[config.mk]
export PLATFORM = sky130hd
export DESIGN_NAME = mem_port_arbiter
export DESIGN_NICKNAME = d
export VERILOG_FILES = /design/src/rtl/mem_port_arbiter.sv
export SDC_FILE = /design/constraint.sdc
export NUM_CORES = 1
export LEC_CHECK = 0
export ABC_AREA = 1
export ABC_CLOCK_PERIOD_IN_PS = 3100
export BUFFER_PORTS_ARGS = -buffer_cell sky130_fd_sc_hd__buf_4
export CAP_MARGIN = 20
export CORE_UTILIZATION = 40
export CTS_CLUSTER_DIAMETER = 200
export DETAILED_ROUTE_END_ITERATION = 7
export GPL_TIMING_DRIVEN = 1
export PLACE_DENSITY_LB_ADDON = 0.05
export SYNTH_ARGS = -nofsm -noshare
export SYNTH_HDL_FRONTEND = slang
export SYNTH_SLANG_ARGS = --single-unit
export TNS_END_PERCENT = 50
[constraint.sdc]
create_clock -name clk -period 3.1 [get_ports clk]
set_input_delay 0 -clock clk [delete_from_list [all_inputs] [get_ports clk]]
set_output_delay 0 -clock clk [all_outputs]
set_load 0.01 [all_outputs]
[src/rtl/mem_port_arbiter.sv]
// Arbitrates a single-port RAM between CPU and FPGA requesters: one access per 3 cycles,
// round-robin on contention unless the FPGA holds its burst lock.
module mem_port_arbiter #(
  parameter int AW = 12,
  parameter int DW = 32
) (
  input  logic          clk,
  input  logic          rst,
  input  logic          cpu_req,
  input  logic          cpu_we,
  input  logic [AW-1:0] cpu_addr,
  input  logic [DW-1:0] cpu_wdata,
  output logic          cpu_ack,
  output logic [DW-1:0] cpu_rdata,
  output logic          cpu_stall,
  input  logic          fpga_req,
  input  logic          fpga_we,
  input  logic          fpga_lock,
  input  logic [AW-1:0] fpga_addr,
  input  logic [DW-1:0] fpga_wdata,
  output logic          fpga_ack,
  output logic [DW-1:0] fpga_rdata,
  output logic [AW-1:0] ram_addr,
  output logic [DW-1:0] ram_wdata,
  output logic          ram_we,
  input  logic [DW-1:0] ram_rdata
);

  typedef enum logic [2:0] {
    IDLE     = 3'd0,
    CPU_ACC  = 3'd1,
    FPGA_ACC = 3'd2,
    CPU_RSP  = 3'd3,
    FPGA_RSP = 3'd4
  } state_e;

  state_e        state_q, state_d;
  logic          last_fpga_q, last_fpga_d;
  logic [AW-1:0] acc_addr_q, acc_addr_d;
  logic [DW-1:0] acc_wdata_q, acc_wdata_d;
  logic          acc_we_q, acc_we_d;
  logic [DW-1:0] cpu_rdata_q, fpga_rdata_q;
  logic          grant_cpu, grant_fpga;

  // FPGA wins contention when locked or when the CPU was served last.
  assign grant_fpga = fpga_req && (!cpu_req || fpga_lock || !last_fpga_q);
  assign grant_cpu  = cpu_req && !grant_fpga;

  always_ff @(posedge clk) begin
    if (rst) begin
      state_q      <= IDLE;
      last_fpga_q  <= 1'b1;
      acc_addr_q   <= '0;
      acc_wdata_q  <= '0;
      acc_we_q     <= 1'b0;
      cpu_rdata_q  <= '0;
      fpga_rdata_q <= '0;
    end else begin
      state_q     <= state_d;
      last_fpga_q <= last_fpga_d;
      acc_addr_q  <= acc_addr_d;
      acc_wdata_q <= acc_wdata_d;
      acc_we_q    <= acc_we_d;
      if (state_q == CPU_RSP) cpu_rdata_q <= ram_rdata;
      if (state_q == FPGA_RSP) fpga_rdata_q <= ram_rdata;
    end
  end

  always_comb begin
    state_d     = state_q;
    last_fpga_d = last_fpga_q;
    acc_addr_d  = acc_addr_q;
    acc_wdata_d = acc_wdata_q;
    acc_we_d    = acc_we_q;
    ram_addr    = '0;
    ram_wdata   = '0;
    ram_we      = 1'b0;
    cpu_ack     = 1'b0;
    fpga_ack    = 1'b0;
    case (state_q)
      IDLE: begin
        // Latch the granted request so a requester dropping req cannot corrupt the access.
        if (grant_fpga) begin
          state_d     = FPGA_ACC;
          last_fpga_d = 1'b1;
          acc_addr_d  = fpga_addr;
          acc_wdata_d = fpga_wdata;
          acc_we_d    = fpga_we;
        end else if (grant_cpu) begin
          state_d     = CPU_ACC;
          last_fpga_d = 1'b0;
          acc_addr_d  = cpu_addr;
          acc_wdata_d = cpu_wdata;
          acc_we_d    = cpu_we;
        end
      end
      CPU_ACC, FPGA_ACC: begin
        ram_addr  = acc_addr_q;
        ram_wdata = acc_wdata_q;
        ram_we    = acc_we_q & ~rst;
        state_d   = (state_q == CPU_ACC) ? CPU_RSP : FPGA_RSP;
      end
      CPU_RSP: begin
        cpu_ack = ~rst;
        state_d = IDLE;
      end
      FPGA_RSP: begin
        fpga_ack = ~rst;
        state_d  = IDLE;
      end
      default: state_d = IDLE;
    endcase
  end

  assign cpu_rdata  = cpu_rdata_q;
  assign fpga_rdata = fpga_rdata_q;
  assign cpu_stall  = cpu_req & ~cpu_ack;

endmodule

==> results of run 1 <==
[power by group through the flow]
stage	combinational, W	sequential (W)	clock (W)
global route	0.00202	0.00183	0.00213
floorplan	0.000953	0.00185	0
finish	0.00181	0.00180	0.00202
detailed placement	0.00151	0.00183	0
CTS	0.00180	0.00180	0.00205
global placement	0.00148	0.00182	0
[kinds of logic after synthesis]
group	Yosys count	synth area share
AO/OA/AOI/OAI	111	0.1115
flip-flops	113	0.4501
AND/OR/NAND/NOR	378	0.3082
buffers and inverters	152	0.1302
[metal layers]
| metal | share of wire | GRT usage | vias up |
|---|---|---|---|
| met5 | 0 | 0 | - |
| met4 | 0.033 | 0.1134 | 0 |
| met3 | 0.067 | 0.06935 | 41 |
| met2 | 0.50 | 0.4299 | 230 |
| met1 | 0.40 | 0.2742 | 2679 |
| li1 | - | - | 3001 |
[cells in the final DEF, fill, tap and decap left out]
master	instances
sky130_fd_sc_hd__inv_1	94
sky130_fd_sc_hd__nor2_1	180
sky130_fd_sc_hd__bufinv_16	4
sky130_fd_sc_hd__clkinv_2	5
sky130_fd_sc_hd__dlygate4sd3_1	121
sky130_fd_sc_hd__nand2_1	100
sky130_fd_sc_hd__o21ai_0	64
sky130_fd_sc_hd__nand3_2	2
sky130_fd_sc_hd__a21boi_0	2
sky130_fd_sc_hd__clkinv_4	1
sky130_fd_sc_hd__inv_2	6
sky130_fd_sc_hd__nor2_4	1
sky130_fd_sc_hd__nor3_1	1
sky130_fd_sc_hd__clkbuf_1	1
sky130_fd_sc_hd__clkbuf_8	2
sky130_fd_sc_hd__nor2_2	1
sky130_fd_sc_hd__nand3_1	93
sky130_fd_sc_hd__buf_4	243
sky130_fd_sc_hd__dfxtp_1	113
sky130_fd_sc_hd__clkbuf_16	17
sky130_fd_sc_hd__clkinvlp_4	1
sky130_fd_sc_hd__a21oi_1	45
[synth_stat cells]
cell	n	area (um2)
sky130_fd_sc_hd__a21boi_0	2	15.01
sky130_fd_sc_hd__a21oi_1	45	225.2
sky130_fd_sc_hd__buf_2	24	120.1
sky130_fd_sc_hd__buf_4	8	60.06
sky130_fd_sc_hd__buf_6	3	33.78
sky130_fd_sc_hd__clkbuf_1	16	60.06
sky130_fd_sc_hd__clkbuf_2	1	5.000
sky130_fd_sc_hd__dfxtp_1	113	2262
sky130_fd_sc_hd__inv_1	94	352.8
sky130_fd_sc_hd__inv_2	6	22.52
sky130_fd_sc_hd__nand2_1	100	375.4
sky130_fd_sc_hd__nand3_1	95	475.5
sky130_fd_sc_hd__nor2_1	180	675.7
sky130_fd_sc_hd__nor2_2	1	6.260
sky130_fd_sc_hd__nor2_4	1	11.26
sky130_fd_sc_hd__nor3_1	1	5.000
sky130_fd_sc_hd__o21ai_0	64	320.3
[worst min-delay path by stage]
stage / endpoint / slack, ps / cells past startpoint
final: acc_we_q / 30 / 4
after global routing: acc_we_q / 50 / 4
after CTS: acc_we_q / 20 / 4
after detailed placement: cpu_rdata[28] / 270 / 3
after global placement: cpu_rdata[24] / 260 / 3
after floorplan: cpu_stall / 110 / 2
[critical path, stage by stage, from the launching register on]
cell	delay, ps
sky130_fd_sc_hd__dfxtp_1	340
sky130_fd_sc_hd__nor2_2	170
sky130_fd_sc_hd__nand2_1	130
sky130_fd_sc_hd__nor2_4	740
sky130_fd_sc_hd__nand3_1	200
sky130_fd_sc_hd__dlygate4sd3_1	630
sky130_fd_sc_hd__nand2_1	60
sky130_fd_sc_hd__inv_1	30
[area by class of cell]
cell class              instances  area [um2]
clock buffers                  20       456.7
well taps                     168       210.2
inverters                     100       375.4
flip-flops and latches        113        2262
repair buffers                364        3035
clock inverters                11       161.4
fillers                      1000        3491
multi-input cells             489        2120
[what timing repair did]
| action | in CTS | in global routing |
|---|---|---|
| gates resized for setup | 0 | 0 |
| hold buffers | 121 | 0 |
| endpoints found under the setup margin | 0 | 0 |
| hold endpoints to repair | 109 | 0 |
[sequential cells by signal, indices dropped and copies added (netlist names)]
name	count
acc_we_q	1
last_fpga_q	1
acc_addr_q	12
fpga_rdata	32
cpu_rdata	32
state_q	3
acc_wdata_q	32
[through the flow]
stage          total power, W  instances
2_1_floorplan        0.002803        754
3_3_place_gp         0.003296       1113
3_5_place_dp         0.003336       1113
4_1_cts              0.005655       1265
5_1_grt              0.005976       1265
6_report             0.005628       1265
==> impl_metrics.prom, run 1 <==
# TYPE chip_impl_metric gauge
chip_impl_metric{name="worst-endpoint-arrival",unit="ps"} 2730
chip_impl_metric{name="grt_antenna_before_repair",unit=""} 0
chip_impl_metric{name="syn_area",unit="um2"} 5026
chip_impl_metric{name="first_iter_violations",unit=""} 352
chip_impl_metric{name="track_usage",unit=""} 0.2449
chip_impl_metric{name="rows",unit=""} 40
chip_impl_metric{name="detail_route.drc_violations",unit=""} 0
chip_impl_info{name="clock-root-buffer",value="sky130_fd_sc_hd__clkbuf_16"} 1
chip_impl_metric{name="final.hold.worst_slack",unit="ps"} 32.68
chip_impl_metric{name="port-buffer-count",unit=""} 238
chip_impl_metric{name="global_route.overflow_total",unit=""} 0
chip_impl_metric{name="total_switching_power",unit="W"} 0.001690
chip_impl_metric{name="routed-via-count",unit=""} 5951
chip_impl_metric{name="chipHeight",unit="um"} 114.1
chip_impl_metric{name="ys_ff_latch",unit=""} 113
chip_impl_metric{name="post_synth_num_cell_types",unit=""} 17
chip_impl_info{name="hold_path_class",value="primary input to register"} 1
chip_impl_info{name="path_type_of_the_worst_setup_path",value="register to register"} 1
chip_impl_metric{name="combinational_power_share",unit=""} 0.321
chip_impl_metric{name="critical_path_required",unit="ps"} 3390
chip_impl_metric{name="viasPerCell",unit=""} 4.704
chip_impl_metric{name="totalWireLength",unit="mm"} 15.82
chip_impl_metric{name="clock_sink_count",unit=""} 113
chip_impl_metric{name="fin_nets",unit=""} 1212
chip_impl_metric{name="report.final.hold_viol_count",unit=""} 0
chip_impl_info{name="endpoint",value="acc_addr_q[5]"} 1
chip_impl_metric{name="r2r.worst_path.cells",unit=""} 7
chip_impl_metric{name="ctsHtreeMaxLevel",unit=""} 4
chip_impl_metric{name="syn_avg_cell_area",unit="um2"} 6.666
chip_impl_info{name="critPathLaunchType",value="register"} 1
chip_impl_metric{name="crit_fanout",unit=""} 45
chip_impl_metric{name="cts_inserted_buffers",unit=""} 17
chip_impl_metric{name="max_cap_violations",unit=""} 0
chip_impl_metric{name="yosys_warn_count",unit=""} 0
chip_impl_metric{name="period_needed",unit="ps"} 2439
chip_impl_metric{name="antenna_left",unit=""} 0
chip_impl_metric{name="clk_latency",unit="ps"} 400
chip_impl_metric{name="clk_path_buf_depth",unit=""} 2
chip_impl_metric{name="ioPinCount",unit=""} 239
chip_impl_metric{name="slew_violations",unit=""} 0
chip_impl_metric{name="final_worst_setup_slack",unit="ps"} 661.1
chip_impl_metric{name="detail_route.first_pass.iterations",unit=""} 6
chip_impl_metric{name="power.clock.fraction",unit=""} 0.359
chip_impl_metric{name="intPower",unit="W"} 0.003939
chip_impl_metric{name="detailed_place.area",unit="um2"} 6792
chip_impl_metric{name="grt_pass1_wl",unit="mm"} 25.34
chip_impl_metric{name="power_per_cell_area",unit="nW/um2"} 652.9
chip_impl_info{name="crit_start",value="state_q[0]"} 1
chip_impl_metric{name="layout-area-overhead-vs-synth",unit="%"} 71.52
chip_impl_metric{name="postLayoutCoreUtil",unit=""} 0.7118
chip_impl_metric{name="final_layout_size_suffix_gt1_frac",unit=""} 0.2580
chip_impl_metric{name="rrSetupSlack",unit="ps"} 660
chip_impl_info{name="run_status",value="finished, final reports clean"} 1
chip_impl_metric{name="fmax",unit="MHz"} 410.0
chip_impl_metric{name="first_global_vias",unit=""} 5693
chip_impl_metric{name="fin_tns_setup",unit="ps"} 0
chip_impl_metric{name="insertedDiodeCount",unit=""} 0
chip_impl_metric{name="area_of_the_die",unit="um2"} 13020
chip_impl_metric{name="syn_inst_count",unit=""} 754
chip_impl_metric{name="setup_viol",unit=""} 0
chip_impl_info{name="critPathCaptureType",value="register"} 1
chip_impl_metric{name="slew_of_the_pin_with_the_lowest_slew_margin",unit="ps"} 1029
chip_impl_info{name="cts_tree",value="done"} 1
chip_impl_info{name="hold_path_startpoint",value="cpu_we"} 1
chip_impl_metric{name="power.switching_fraction",unit=""} 0.3002
chip_impl_metric{name="power.leakage",unit="nW"} 4.235
chip_impl_metric{name="skew",unit="ps"} 10.56
chip_impl_metric{name="register_area_share_after_synthesis",unit=""} 0.4501
chip_impl_metric{name="synth_fp_nets",unit=""} 881
chip_impl_metric{name="initial_core_util",unit=""} 0.4150
chip_impl_metric{name="relSlewSlack",unit=""} 0.3134
chip_impl_metric{name="detail_routed_net_length_per_standard_cell",unit="um"} 12.51
chip_impl_metric{name="power.share.sequential",unit=""} 0.320
chip_impl_metric{name="peakVddDrop",unit="uV"} 366.5
chip_impl_metric{name="min_period_over_period",unit=""} 0.7867
chip_impl_info{name="r2r-end",value="acc_addr_q[5]"} 1
chip_impl_metric{name="core-area",unit="um2"} 12110
chip_impl_metric{name="postCtsSetupRepairBufs",unit=""} 0
chip_impl_metric{name="gpl.final_weighted_congestion",unit=""} 0.8083
chip_impl_metric{name="clkSlewWorstSetupHoldPaths",unit="ps"} 50
chip_impl_info{name="worstReg2RegStart",value="state_q[0]"} 1
chip_impl_metric{name="post-place-ws",unit="ps"} 1172
chip_impl_info{name="rsz_0062_raised_after_global_routing",value="false"} 1
chip_impl_metric{name="die_w",unit="um"} 114.1
chip_impl_metric{name="finish.instance_area",unit="um2"} 8621
chip_impl_metric{name="hpwlAfterDp",unit="mm"} 9.905
chip_impl_metric{name="grt_max_degree",unit=""} 51
Note: power is estimated with default switching activity, not from simulation.
==> inputs of run 2 (changes only) <==
--- a/config.mk
+++ b/config.mk
@@ -6,7 +6,7 @@
 export NUM_CORES = 1
 export LEC_CHECK = 0
 export ABC_AREA = 1
-export ABC_CLOCK_PERIOD_IN_PS = 3100
+export ABC_CLOCK_PERIOD_IN_PS = 2400
 export BUFFER_PORTS_ARGS = -buffer_cell sky130_fd_sc_hd__buf_4
 export CAP_MARGIN = 20
 export CORE_UTILIZATION = 40
==> constraint.sdc (replaced) <==
create_clock -name clk -period 2.4 [get_ports clk]
set_input_delay 0 -clock clk [delete_from_list [all_inputs] [get_ports clk]]
set_output_delay 0 -clock clk [all_outputs]
set_load 0.01 [all_outputs]
==> run 2 against run 1 <==
Compared with the run above: wire length rose by 3.3%; non-clock buffer count up 8; total power up 31%; register-to-register slack got worse by 470 ps; via count grew 1.2%; clock-buffer cell count is 3 higher; critical endpoint is now acc_wdata_q[25]; largest power group unchanged.
==> impl_metrics.prom, run 2 (synthesis gave the netlist of run 1 again) <==
# TYPE chip_impl_metric gauge
chip_impl_metric{name="multiInputGateArea",unit="um2"} 2120
chip_impl_metric{name="die_w",unit="um"} 114.1
chip_impl_metric{name="report.final.hold_viol_count",unit=""} 0
chip_impl_info{name="cts_tree",value="done"} 1
chip_impl_metric{name="critical_path_required",unit="ps"} 2710
chip_impl_metric{name="clock_sink_count",unit=""} 113
chip_impl_metric{name="area_of_the_die",unit="um2"} 13020
chip_impl_metric{name="insertedDiodeCount",unit=""} 0
chip_impl_info{name="hold_path_startpoint",value="fpga_req"} 1
chip_impl_metric{name="rows",unit=""} 40
chip_impl_info{name="clock-root-buffer",value="sky130_fd_sc_hd__clkbuf_16"} 1
chip_impl_metric{name="first_global_vias",unit=""} 5678
chip_impl_info{name="r2r-end",value="acc_wdata_q[25]"} 1
chip_impl_metric{name="clk_path_buf_depth",unit=""} 2
chip_impl_info{name="path_type_of_the_worst_setup_path",value="register to register"} 1
chip_impl_metric{name="clk_latency",unit="ps"} 410
chip_impl_metric{name="ctsHtreeMaxLevel",unit=""} 4
chip_impl_metric{name="routed-wl-met3",unit="um"} 971
chip_impl_metric{name="slew_of_the_pin_with_the_lowest_slew_margin",unit="ps"} 597.9
chip_impl_metric{name="chipHeight",unit="um"} 114.1
chip_impl_metric{name="grt_max_degree",unit=""} 65
chip_impl_metric{name="m1WireLength",unit="mm"} 6.666
chip_impl_metric{name="totalWireLength",unit="mm"} 16.34
chip_impl_metric{name="worst-endpoint-arrival",unit="ps"} 2510
chip_impl_metric{name="final_layout_size_suffix_gt1_frac",unit=""} 0.2622
chip_impl_metric{name="skew",unit="ps"} 5.832
chip_impl_metric{name="fillers",unit=""} 970
chip_impl_info{name="hold_path_end",value="state_q[1]"} 1
chip_impl_metric{name="postCtsSetupRepairBufs",unit=""} 0
chip_impl_metric{name="antenna_left",unit=""} 0
chip_impl_metric{name="grt_antenna_before_repair",unit=""} 0
chip_impl_metric{name="power.leakage",unit="nW"} 4.273
chip_impl_metric{name="track_usage",unit=""} 0.2524
chip_impl_metric{name="initial_core_util",unit=""} 0.4150
chip_impl_metric{name="period_needed",unit="ps"} 2207
chip_impl_info{name="worstReg2RegStart",value="state_q[0]"} 1
chip_impl_metric{name="detail_routed_net_length_per_standard_cell",unit="um"} 12.82
chip_impl_metric{name="layout-area-overhead-vs-synth",unit="%"} 73.21
chip_impl_metric{name="crit_fanout",unit=""} 28
chip_impl_metric{name="hpwlAfterDp",unit="mm"} 10.28
chip_impl_metric{name="r2r.worst_path.cells",unit=""} 8
chip_impl_metric{name="detail_route.first_pass.iterations",unit=""} 4
chip_impl_info{name="critPathLaunchType",value="register"} 1
chip_impl_metric{name="first_iter_violations",unit=""} 383
chip_impl_info{name="crit_start",value="state_q[0]"} 1
chip_impl_info{name="final_common_cell",value="sky130_fd_sc_hd__buf_4"} 1
chip_impl_info{name="rsz_0062_raised_after_global_routing",value="false"} 1
chip_impl_metric{name="global_route.overflow_total",unit=""} 0
chip_impl_metric{name="routed-via-count",unit=""} 6025
chip_impl_metric{name="min_delay_path_depth",unit=""} 3
chip_impl_metric{name="final_cells",unit=""} 1274
chip_impl_info{name="critPathCaptureType",value="register"} 1
chip_impl_metric{name="min_period_over_period",unit=""} 0.9195
chip_impl_info{name="run_status",value="finished, final reports clean"} 1
chip_impl_info{name="most-common-layout-cells",value="sky130_fd_sc_hd__buf_4, sky130_fd_sc_hd__nor2_1, sky130_fd_sc_hd__dlygate4sd3_1, sky130_fd_sc_hd__dfxtp_1, sky130_fd_sc_hd__nand2_1"} 1
chip_impl_metric{name="detailroute.wirelength.met2",unit="mm"} 8.228
chip_impl_metric{name="cts_inserted_buffers",unit=""} 17
chip_impl_metric{name="ioPinCount",unit=""} 239
chip_impl_metric{name="register_area",unit="um2"} 2262
chip_impl_metric{name="dp.cells",unit=""} 1119
chip_impl_metric{name="power_per_cell_area",unit="nW/um2"} 844.6
chip_impl_metric{name="fin_nets",unit=""} 1220
chip_impl_metric{name="grt_pass1_wl",unit="mm"} 25.83
chip_impl_metric{name="fin_tns_setup",unit="ps"} 0
chip_impl_metric{name="port-buffer-count",unit=""} 238
chip_impl_metric{name="setup_viol",unit=""} 0
chip_impl_metric{name="core-area",unit="um2"} 12110
chip_impl_metric{name="clkSlewWorstSetupHoldPaths",unit="ps"} 50
chip_impl_metric{name="gpl.final_weighted_congestion",unit=""} 0.7967
chip_impl_info{name="hold_path_class",value="primary input to register"} 1
chip_impl_metric{name="max_cap_violations",unit=""} 0
chip_impl_metric{name="fmax",unit="MHz"} 453.1
chip_impl_metric{name="slew_violations",unit=""} 0
chip_impl_metric{name="relSlewSlack",unit=""} 0.6008
chip_impl_metric{name="rrSetupSlack",unit="ps"} 190
chip_impl_metric{name="detail_route.drc_violations",unit=""} 0
chip_impl_metric{name="viasPerCell",unit=""} 4.729
chip_impl_metric{name="peakVddDrop",unit="uV"} 435.4
chip_impl_info{name="top_layer",value="met4"} 1
## run 2: layout make-up
class	instances	share of cell area
clock buffer	23	0.05720
multi-input combinational	489	0.2435
clock inverter	9	0.01466
tap	168	0.02414
timing repair buffer	372	0.3576
sequential	113	0.2598
inverter	100	0.04312
## run 2: repair_timing
item | CTS | global route
hold endpoints to repair | 111 | 0
hold buffers | 123 | 0
resized for setup | 0 | 0
## run 2: worst max-delay path by stage
stage	to	depth (start not counted)
CTS	acc_wdata_q[20]	8
finish	acc_wdata_q[25]	8
floorplan	acc_wdata_q[20]	7
detailed placement	fpga_rdata[30]	6
global placement	fpga_rdata[6]	6
global route	acc_wdata_q[25]	8
## run 2: report_power, final
part	internal [W]	switching [W]	total [W]	leakage, nW
Clock	0.00176	0.000842	0.00260	0.301
Sequential	0.00221	0.000121	0.00233	0.925
Combinational	0.00116	0.00126	0.00242	3.05
Total	0.00513	0.00222	0.00735	4.27
## run 2: critical path: stages (launching register included)
cell	delay, ps
sky130_fd_sc_hd__dfxtp_1	340
sky130_fd_sc_hd__nor2_2	180
sky130_fd_sc_hd__nand2_1	130
sky130_fd_sc_hd__nor2_4	410
sky130_fd_sc_hd__buf_12	240
sky130_fd_sc_hd__nand3_1	100
sky130_fd_sc_hd__dlygate4sd3_1	590
sky130_fd_sc_hd__nand2_1	70
sky130_fd_sc_hd__inv_1	40
## run 2: per-stage QoR
step | instance area [um2] | power, W | utilization | hold slack, ps | setup slack, ps
after global routing | 8706 | 0.007790 | 0.7188 | 41.94 | 88.15
after floorplan | 5026 | 0.003620 | - | 108.2 | 1250
after global placement | 6849 | 0.004326 | 0.5655 | 258.0 | 876.8
after CTS | 8706 | 0.007359 | 0.7188 | 10.35 | 258.9
after detailed placement | 6849 | 0.004365 | 0.5655 | 265.5 | 787.8
final | 8706 | 0.007353 | 0.7188 | 26.47 | 193.2
## run 2: routing by layer
metal  track usage  vias up
met2        0.4392      259
met1        0.2943     2700
met3       0.05717       46
met5             0        -
li1              -     3020
met4        0.1177        0
